`src/rtl/hw_cmd_responder.sv`:
```
// Hardware end of the software PIO command handshake: double-buffered object data with a frame-aligned commit.
// Optional watchdog on the wait states is enabled with `define HW_CMD_TIMEOUT_EN.
module hw_cmd_responder #(
    parameter int unsigned NUM_PORTS   = 10,
    parameter int unsigned DATA_W      = 32,
    parameter int unsigned TIMEOUT_CYC = 50000000
) (
    input  logic                        clk_clk,
    input  logic                        reset_reset_n,
    input  logic [1:0]                  to_hw_sig_export,
    input  logic [NUM_PORTS*DATA_W-1:0] to_hw_port_flat,
    input  logic                        frame_tick,
    output logic [1:0]                  to_sw_sig_export,
    output logic [NUM_PORTS*DATA_W-1:0] active_data,
    output logic                        active_valid,
    output logic                        commit_pulse,
    output logic                        busy,
    output logic                        timeout_err
);

    localparam int unsigned BUS_W = NUM_PORTS * DATA_W;

    localparam logic [1:0] CMD_IDLE   = 2'b00;
    localparam logic [1:0] CMD_WRITE  = 2'b01;
    localparam logic [1:0] CMD_COMMIT = 2'b10;
    localparam logic [1:0] CMD_CLEAR  = 2'b11;

    typedef enum logic [2:0] {
        S_IDLE,
        S_CAPTURE,
        S_WAIT_FRAME,
        S_CLEAR,
        S_WAIT_REL
    } state_t;

    state_t             state;
    state_t             state_nxt;
    logic [1:0]         sig_q;
    logic               armed;
    logic [1:0]         to_sw_nxt;
    logic [BUS_W-1:0]   shadow;
    logic               accept;
    logic               shadow_ld;
    logic               shadow_clr;
    logic               active_ld;
    logic               active_clr;
    logic               commit_nxt;

`ifdef HW_CMD_TIMEOUT_EN
    localparam int unsigned CNT_W = (TIMEOUT_CYC > 1) ? $clog2(TIMEOUT_CYC) : 1;

    logic [CNT_W-1:0]   wait_cnt;
    logic               in_wait;
    logic               timeout_hit;
    logic               timeout_q;
`endif

    always_ff @(posedge clk_clk or negedge reset_reset_n) begin
        if (!reset_reset_n) begin
            sig_q            <= CMD_IDLE;
            state            <= S_IDLE;
            armed            <= 1'b0;
            to_sw_sig_export <= CMD_IDLE;
            commit_pulse     <= 1'b0;
        end else begin
            sig_q            <= to_hw_sig_export;
            state            <= state_nxt;
            to_sw_sig_export <= to_sw_nxt;
            commit_pulse     <= commit_nxt;
            // A command must be preceded by IDLE on the bus before it can run again.
            if (sig_q == CMD_IDLE) begin
                armed <= 1'b1;
            end else if (accept) begin
                armed <= 1'b0;
            end
        end
    end

    always_comb begin
        state_nxt  = state;
        to_sw_nxt  = to_sw_sig_export;
        accept     = 1'b0;
        shadow_ld  = 1'b0;
        shadow_clr = 1'b0;
        active_ld  = 1'b0;
        active_clr = 1'b0;
        commit_nxt = 1'b0;

        unique case (state)
            S_IDLE: begin
                if (armed && (sig_q != CMD_IDLE)) begin
                    accept = 1'b1;
                    unique case (sig_q)
                        CMD_WRITE:  state_nxt = S_CAPTURE;
                        CMD_COMMIT: state_nxt = S_WAIT_FRAME;
                        default:    state_nxt = S_CLEAR;
                    endcase
                end
            end
            S_CAPTURE: begin
                shadow_ld = 1'b1;
                to_sw_nxt = CMD_WRITE;
                state_nxt = S_WAIT_REL;
            end
            S_WAIT_FRAME: begin
                // The frame boundary wins over a simultaneous software abort.
                if (frame_tick) begin
                    active_ld  = 1'b1;
                    commit_nxt = 1'b1;
                    to_sw_nxt  = CMD_COMMIT;
                    state_nxt  = S_WAIT_REL;
                end else if (sig_q == CMD_IDLE) begin
                    state_nxt = S_IDLE;
                end
            end
            S_CLEAR: begin
                shadow_clr = 1'b1;
                active_clr = 1'b1;
                to_sw_nxt  = CMD_CLEAR;
                state_nxt  = S_WAIT_REL;
            end
            S_WAIT_REL: begin
                if (sig_q == CMD_IDLE) begin
                    to_sw_nxt = CMD_IDLE;
                    state_nxt = S_IDLE;
                end
            end
            default: begin
                state_nxt = S_IDLE;
            end
        endcase

`ifdef HW_CMD_TIMEOUT_EN
        in_wait     = (state == S_WAIT_FRAME) || (state == S_WAIT_REL);
        timeout_hit = in_wait && (state_nxt == state) &&
                      (wait_cnt == CNT_W'(TIMEOUT_CYC - 1));
        if (timeout_hit) begin
            state_nxt = S_IDLE;
            to_sw_nxt = CMD_IDLE;
        end
`endif
    end

    always_ff @(posedge clk_clk or negedge reset_reset_n) begin
        if (!reset_reset_n) begin
            shadow       <= '0;
            active_data  <= '0;
            active_valid <= 1'b0;
        end else begin
            if (shadow_ld) begin
                shadow <= to_hw_port_flat;
            end else if (shadow_clr) begin
                shadow <= '0;
            end

            if (active_ld) begin
                active_data  <= shadow;
                active_valid <= 1'b1;
            end else if (active_clr) begin
                active_data  <= '0;
                active_valid <= 1'b0;
            end
        end
    end

    assign busy = (state != S_IDLE);

`ifdef HW_CMD_TIMEOUT_EN
    always_ff @(posedge clk_clk or negedge reset_reset_n) begin
        if (!reset_reset_n) begin
            wait_cnt  <= '0;
            timeout_q <= 1'b0;
        end else begin
            // Restart on every state change so each wait state gets its own budget.
            if ((state_nxt != state) || !in_wait) begin
                wait_cnt <= '0;
            end else begin
                wait_cnt <= wait_cnt + 1'b1;
            end

            if (accept) begin
                timeout_q <= 1'b0;
            end else if (timeout_hit) begin
                timeout_q <= 1'b1;
            end
        end
    end

    assign timeout_err = timeout_q;
`else
    // TIMEOUT_CYC has no effect without the watchdog; the flag is a constant 0.
    assign timeout_err = (TIMEOUT_CYC == 0) & 1'b0;
`endif

endmodule

```
`config.mk`:
```
export PLATFORM = sky130hd
export DESIGN_NAME = hw_cmd_responder
export DESIGN_NICKNAME = d
export VERILOG_FILES = /design/src/rtl/hw_cmd_responder.sv
export SDC_FILE = /design/constraint.sdc
export NUM_CORES = 1
export LEC_CHECK = 0
export ABC_CLOCK_PERIOD_IN_PS = 1350
export CAP_MARGIN = 10
export CORE_AREA = 2 2 252 254
export CTS_BUF_LIST = sky130_fd_sc_hd__clkbuf_16
export CTS_CLUSTER_DIAMETER = 120
export DETAILED_ROUTE_END_ITERATION = 10
export DIE_AREA = 0 0 254 256
export GPL_TIMING_DRIVEN = 0
export PLACE_DENSITY_LB_ADDON = 0.1
export SYNTH_ARGS = -nofsm -noshare
export SYNTH_HDL_FRONTEND = slang
export SYNTH_SLANG_ARGS = --single-unit
```
`constraint.sdc`:
```
create_clock -name clk_clk -period 1.35 [get_ports clk_clk]
set_input_delay 0.27 -clock clk_clk [delete_from_list [all_inputs] [get_ports clk_clk]]
set_output_delay 0.27 -clock clk_clk [all_outputs]
set_load 0.01 [all_outputs]
```
==> impl_metrics.json, run 1 <==
{
  "clkTransAtPathRegs_ns": 0.06,
  "final_cell_area_mm2": 0.0412,
  "r2r-end": "active_data[175]$_DFFE_PN0P_",
  "worst_slack_ns": -0.402,
  "crit_path_start": "state[2]$_DFFE_PN0P_",
  "max_slew_margin": 0.552,
  "yosysSeqAreaShare": 0.675,
  "dr.pass1.iters": 5,
  "ys_types": 23,
  "grt_setup_unrepaired": "yes",
  "cap_violations": 0,
  "ys_ff_latch": 650,
  "worst-path-buf-inv": 7,
  "critical_path.slowest_cell": "dfrtp_2",
  "vias_per_cell": 5.19,
  "rows": 92,
  "cts_buffers": 73,
  "async_flop_share": 1.00,
  "cp_max_fo": 5,
  "cts_tree": "built",
  "place_area_mm2": 0.0319,
  "die_w_um": 254,
  "worstMarginPinSlew_ns": 0.672,
  "cp.arrival_ns": 2.24,
  "syn_nets": 2463,
  "cts.sinks": 650,
  "routedWlPerCell_um": 22.4,
  "antenna_found_initial": 30,
  "violations": "negative hold slack, negative setup slack",
  "gp_congestion": 0.889,
  "initialDrtViolationCount": 1306,
  "ir_drop_uv": 1220,
  "synth_top_area_share": 0.675,
  "endpoint_kind": "flop",
  "synth_area_mm2": 0.0241,
  "cp_top_family": "buffers and inverters",
  "io_pins": 651,
  "synth_flop_cell": "dfrtp_1",
  "cp.required_ns": 1.84,
  "grt_overflow": 0,
  "drc": 0,
  "fmax_mhz": 571,
  "path_depth": 9,
  "yosysMostFrequentCell": "dfrtp_1",
  "synth_commonest_cells": "dfrtp_1 (650), nand2_1 (642), o21ai_0 (322)",
  "yosys.area.top_type": "dfrtp_1",
  "grt_max_degree": 123,
  "power_per_cell_area_mw_per_mm2": 2220,
  "clk_latency_ns": 0.61,
  "min-delay-path-class": "in -> async",
  "grt_pass1_wl_um": 128000,
  "critical_path_class": "reg -> reg",
  "avgSynthCellArea_um2": 11.3,
  "coreArea_mm2": 0.0624,
  "fillers": 4815,
  "cts_root_buf": "clkbuf_16",
  "cp_cell_sequence": "buf_6 > inv_4 > o211ai_1 > buf_6 > buf_12 > buf_16 > buf_12 > buf_16 > a22o_1",
  "synth_warnings": 0,
  "portBuffers": 649,
  "area_growth_pct": 70.8,
  "rr_worst_depth": 9,
  "die_area_mm2": 0.0650,
  "status": "finished, violations left",
  "finalPower_w": 0.0914,
  "reg2reg_slack_ns": -0.40,
  "slew_violations": 0,
  "finalClockSkew_ns": 0.0213,
  "hold_ws_ns": -0.437,
  "post-route-period-util": 1.30,
  "drt_wl_total_um": 92100,
  "finalSetupViolations": 969,
  "hold_violations": 123,
  "drive_gt1_frac": 0.441,
  "cp-endpoint": "active_data[175]$_DFFE_PN0P_",
  "vias": 21300,
  "grt_pass1_vias": 20700,
  "worstReg2RegStart": "state[2]$_DFFE_PN0P_",
  "cts_buffer_depth": 3,
  "syn-instance-count": 2138,
  "fp.dieH_um": 256,
  "synth-edff-count": 0,
  "cts_htree_levels": 3,
  "nets": 3515,
  "critPathLaunchType": "flop",
  "min_period_ns": 1.75,
  "synthTopCellsByArea": "dfrtp_1 (67%), a22o_1 (12%), nand2_1 (10%)",
  "hpwl_um": 57700,
  "critPathMaxStageDelay_ns": 0.42,
  "start_util": 0.386,
  "grt_usage": 0.259,
  "p_leak_nw": 20.5,
  "postRouteAntennaNets": 0
}
==> cells in the final DEF (no fill, tap or decap), types with 2 or more instances in the layout <==
master,n
clkbuf_16,112
o21ai_2,167
clkbuf_2,186
inv_8,2
a21oi_1,3
buf_12,42
o21ai_1,154
a22o_1,320
clkinv_2,14
dfrtp_1,646
nand2_2,179
clkbuf_4,8
buf_2,8
clkinv_1,18
inv_6,3
a21oi_2,2
bufinv_16,5
buf_16,44
inv_1,10
buf_4,227
nand2_4,139
buf_6,218
nor3_1,3
dfrtp_2,4
nand2_1,324
nor2_1,2
diode_2,19
buf_8,61
clkdlybuf4s50_1,323
clkinv_8,3
==> flip-flops by register name, summed over array words and instances, names as in the netlist <==
register / cells
active_data: 320
shadow: 320
state: 3
sig_q: 2
to_sw_sig_export: 2
active_valid: 1
armed: 1
commit_pulse: 1
==> layout make-up <==
cell class,count,area [um2],share of cell area
Buffer,176,2060,0.0501
Antenna cell,19,47.5,0.00116
Inverter,3,21.3,0.000517
Timing Repair Buffer,980,10300,0.251
Clock inverter,56,428,0.0104
Multi-Input combinational cell,1306,9110,0.221
Tap cell,846,1060,0.0257
Clock buffer,74,1850,0.0450
Sequential cell,650,16300,0.395
==> stage by stage <==
stage / utilization / std cells / TNS [ns] / hold WS [ns] / worst slack (ns)
6_report: 0.660 / 4110 / -167.89 / -0.437 / -0.402
4_1_cts: 0.584 / 3854 / -283.00 / -0.379 / -0.421
2_1_floorplan: - / 2138 / -6.70 / -0.0256 / -0.0134
3_3_place_gp: 0.509 / 3633 / - / 0.462 / -28.43
5_1_grt: 0.660 / 4109 / -216.53 / -0.431 / -0.436
3_5_place_dp: 0.512 / 3638 / -723.10 / 0.267 / -1.10
==> report_power, final <==
part,internal (W),leakage [nW],switching [W]
logic,0.0210,11.1,0.0165
registers,0.0279,8.22,0.00686
clock network,0.0110,1.16,0.00830
==> routing by layer <==
layer | part of all wire | GRT usage
met1 | 0.39 | 0.320
met2 | 0.50 | 0.422
met3 | 0.075 | 0.0821
met4 | 0.038 | 0.100
met5 | 0.0016 | 0
==> kinds of logic after synthesis <==
| group | synth area share |
|---|---|
| flip-flops | 0.675 |
| AO/OA/AOI/OAI | 0.185 |
| other | 0.000156 |
| buffers and inverters | 0.0365 |
| AND/OR/NAND/NOR | 0.103 |
==> repair_timing <==
item / CTS / global route
gates resized for setup: 684 / 2263
gates cloned: 49 / 39
endpoints found under the hold margin: 68 / 68
endpoints found under the setup margin: 1099 / 1148
pin swaps: 30 / 296
buffers inserted: 38 / 216
==> worst min path at each step <==
stage | end | slack [ns] | depth (start not counted)
final | shadow[113]$_DFFE_PN0P_ | -0.44 | 1
after global routing | active_data[112]$_DFFE_PN0P_ | -0.43 | 1
after CTS | active_data[112]$_DFFE_PN0P_ | -0.38 | 1
after detailed placement | shadow[112]$_DFFE_PN0P_ | 0.27 | 1
after global placement | shadow[245]$_DFFE_PN0P_ | 0.46 | 2
after floorplan | active_data[0]$_DFFE_PN0P_ | -0.03 | 0
No activity file was read; power rests on OpenSTA's default activity.
==> inputs of run 2 (changes only) <==
--- a/config.mk
+++ b/config.mk
@@ -13,6 +13,7 @@
 export DETAILED_ROUTE_END_ITERATION = 10
 export DIE_AREA = 0 0 254 256
 export GPL_TIMING_DRIVEN = 0
+export HOLD_SLACK_MARGIN = 0.02
 export PLACE_DENSITY_LB_ADDON = 0.1
 export SYNTH_ARGS = -nofsm -noshare
 export SYNTH_HDL_FRONTEND = slang
==> run 2 against run 1 <==
The flow still finishes with violations (negative hold slack, negative setup slack). Combinational power is essentially flat. Critical path depth is the same. Worst hold slack is essentially flat. Clock-buffer cell count is the same. Die area is the same. Final area is essentially flat. Clock power is essentially flat. Clock skew shrank 0.00097 ns. Largest cell class unchanged. Largest power group unchanged. Highest routed layer unchanged.
==> impl_metrics.json, run 2 (synthesis gave the netlist of run 1 again) <==
{
  "vias": 21300,
  "hpwl_um": 57700,
  "drt_wl_total_um": 92200,
  "postRouteAntennaNets": 0,
  "initialDrtViolationCount": 1276,
  "finalSetupViolations": 969,
  "fp.dieH_um": 256,
  "grt_pass1_vias": 20700,
  "cts_buffers": 73,
  "worstReg2RegStart": "state[2]$_DFFE_PN0P_",
  "reg2reg_slack_ns": -0.40,
  "min-delay-path-class": "in -> async",
  "fmax_mhz": 571,
  "endpoint_kind": "flop",
  "largestRegisters": "active_data x320, shadow x320, state x3",
  "cap_violations": 0,
  "regArea_mm2": 0.0163,
  "post-route-period-util": 1.30,
  "grt_overflow": 0,
  "portBuffers": 649,
  "dp_slack_ns": -1.10,
  "mostFrequentLayoutCell": "dfrtp_1",
  "clk_latency_ns": 0.61,
  "fillers": 4813,
  "ir_drop_uv": 1220,
  "drive_gt1_frac": 0.441,
  "stdcell_count": 4111,
  "antenna_found_initial": 30,
  "violations": "negative hold slack, negative setup slack",
  "worst_slack_ns": -0.402,
  "gp_congestion": 0.889,
  "cts_tree": "built",
  "worstMarginPinSlew_ns": 0.666,
  "cp.required_ns": 1.84,
  "area_growth_pct": 70.8,
  "rr_worst_depth": 9,
  "io_pins": 651,
  "grt_max_degree": 123,
  "die_w_um": 254,
  "cts.sinks": 650,
  "start_util": 0.386,
  "routedWlPerCell_um": 22.4,
  "die_area_mm2": 0.0650,
  "multi_input_area_mm2": 0.00911,
  "vias_per_cell": 5.18,
  "min_period_ns": 1.75,
  "hold_violations": 108,
  "rows": 92,
  "finalClockSkew_ns": 0.0204,
  "r2r-end": "active_data[175]$_DFFE_PN0P_",
  "grt_pass1_wl_um": 128000,
  "grt_setup_unrepaired": "yes",
  "cp.arrival_ns": 2.24,
  "clkTransAtPathRegs_ns": 0.06,
  "dr.pass1.iters": 5,
  "critical_path_class": "reg -> reg",
  "final_cell_mix": "dfrtp_1 (646), nand2_1 (324), clkdlybuf4s50_1 (323), a22o_1 (320), buf_4 (227)",
  "cts_buffer_depth": 3,
  "power_per_cell_area_mw_per_mm2": 2220,
  "setup_tns_ns": -167.64,
  "slew_violations": 0,
  "hold_ws_ns": -0.436,
  "critPathLaunchType": "flop",
  "p_leak_nw": 20.5,
  "coreArea_mm2": 0.0624,
  "status": "finished, violations left",
  "grt_usage": 0.259,
  "max_slew_margin": 0.554,
  "cts_htree_levels": 3,
  "cp_max_fo": 5,
  "drc": 0,
  "cts_root_buf": "clkbuf_16",
  "nets": 3516,
  "placed_cells": 3638,
  "finalPower_w": 0.0915
}
## run 2: changes by cell type in the layout (fill, tap and decap cells not counted)
cell,delta
dlygate4sd3_1,+1
## run 2: where the power goes
part           internal (W)  switching, W  total [W]
Sequential           0.0279       0.00687     0.0347
Combinational        0.0210        0.0165     0.0375
Clock                0.0110       0.00830     0.0193
Total                0.0598        0.0316     0.0915
## run 2: metrics by stage
step | cell area [um2] | utilization
4_1_cts | 36500 | 0.584
3_3_place_gp | 31800 | 0.509
6_report | 41200 | 0.660
5_1_grt | 41200 | 0.660
3_5_place_dp | 31900 | 0.512
2_1_floorplan | 24200 | -
## run 2: repair_timing
item,CTS,global route
setup buffers,38,216
pin swaps,30,296
resized for setup,684,2263
endpoints found under the setup margin,1099,1148
gates cloned,49,39
endpoints found under the hold margin,68,81
## run 2: metal layers
| metal | global-route usage | routed length [um] | up-vias | share of wire |
|---|---|---|---|---|
| met5 | 0 | 147 | - | 0.0016 |
| met4 | 0.100 | 3460 | 22 | 0.037 |
| met3 | 0.0821 | 7010 | 196 | 0.076 |
| met2 | 0.422 | 45900 | 755 | 0.50 |
| met1 | 0.320 | 35700 | 10800 | 0.39 |
| li1 | - | - | 9578 | - |
## run 2: area by class of cell
| class | count | share of cell area |
|---|---|---|
| buffer | 176 | 0.0501 |
| clock inverter | 56 | 0.0104 |
| sequential | 650 | 0.395 |
| tap | 846 | 0.0257 |
| timing repair buffer | 981 | 0.251 |
| antenna | 19 | 0.00115 |
| clock buffer | 74 | 0.0450 |
| multi-input combinational | 1306 | 0.221 |
| inverter | 3 | 0.000517 |
## run 2: critical path, stage by stage (launching register included)
cell and delay (ns):
dfrtp_2 0.42, buf_6 0.13, inv_4 0.06, o211ai_1 0.10
buf_6 0.17, buf_12 0.15, buf_16 0.15, buf_12 0.14
buf_16 0.13, a22o_1 0.18
## run 2: how the worst max path moves through the flow
stage | start | endpoint | slack (ns) | cells past startpoint
2_1_floorplan | state[2]$_DFFE_PN0P_ | shadow[39]$_DFFE_PN0P_ | -0.01 | 7
3_3_place_gp | reset_reset_n | active_data[256]$_DFFE_PN0P_ | -28.43 | 1
3_5_place_dp | reset_reset_n | active_data[256]$_DFFE_PN0P_ | -1.10 | 4
4_1_cts | state[1]$_DFFE_PN0P_ | busy | -0.42 | 5
5_1_grt | state[2]$_DFFE_PN0P_ | active_data[175]$_DFFE_PN0P_ | -0.44 | 9
6_report | state[2]$_DFFE_PN0P_ | active_data[175]$_DFFE_PN0P_ | -0.40 | 9
==> inputs of run 3 (changes only) <==
--- a/config.mk
+++ b/config.mk
@@ -9,7 +9,6 @@
 export CAP_MARGIN = 10
 export CORE_AREA = 2 2 252 254
 export CTS_BUF_LIST = sky130_fd_sc_hd__clkbuf_16
-export CTS_CLUSTER_DIAMETER = 120
 export DETAILED_ROUTE_END_ITERATION = 10
 export DIE_AREA = 0 0 254 256
 export GPL_TIMING_DRIVEN = 0
==> results of run 3 <==
Final layout, timing and power as in run 2 (identical DEF).
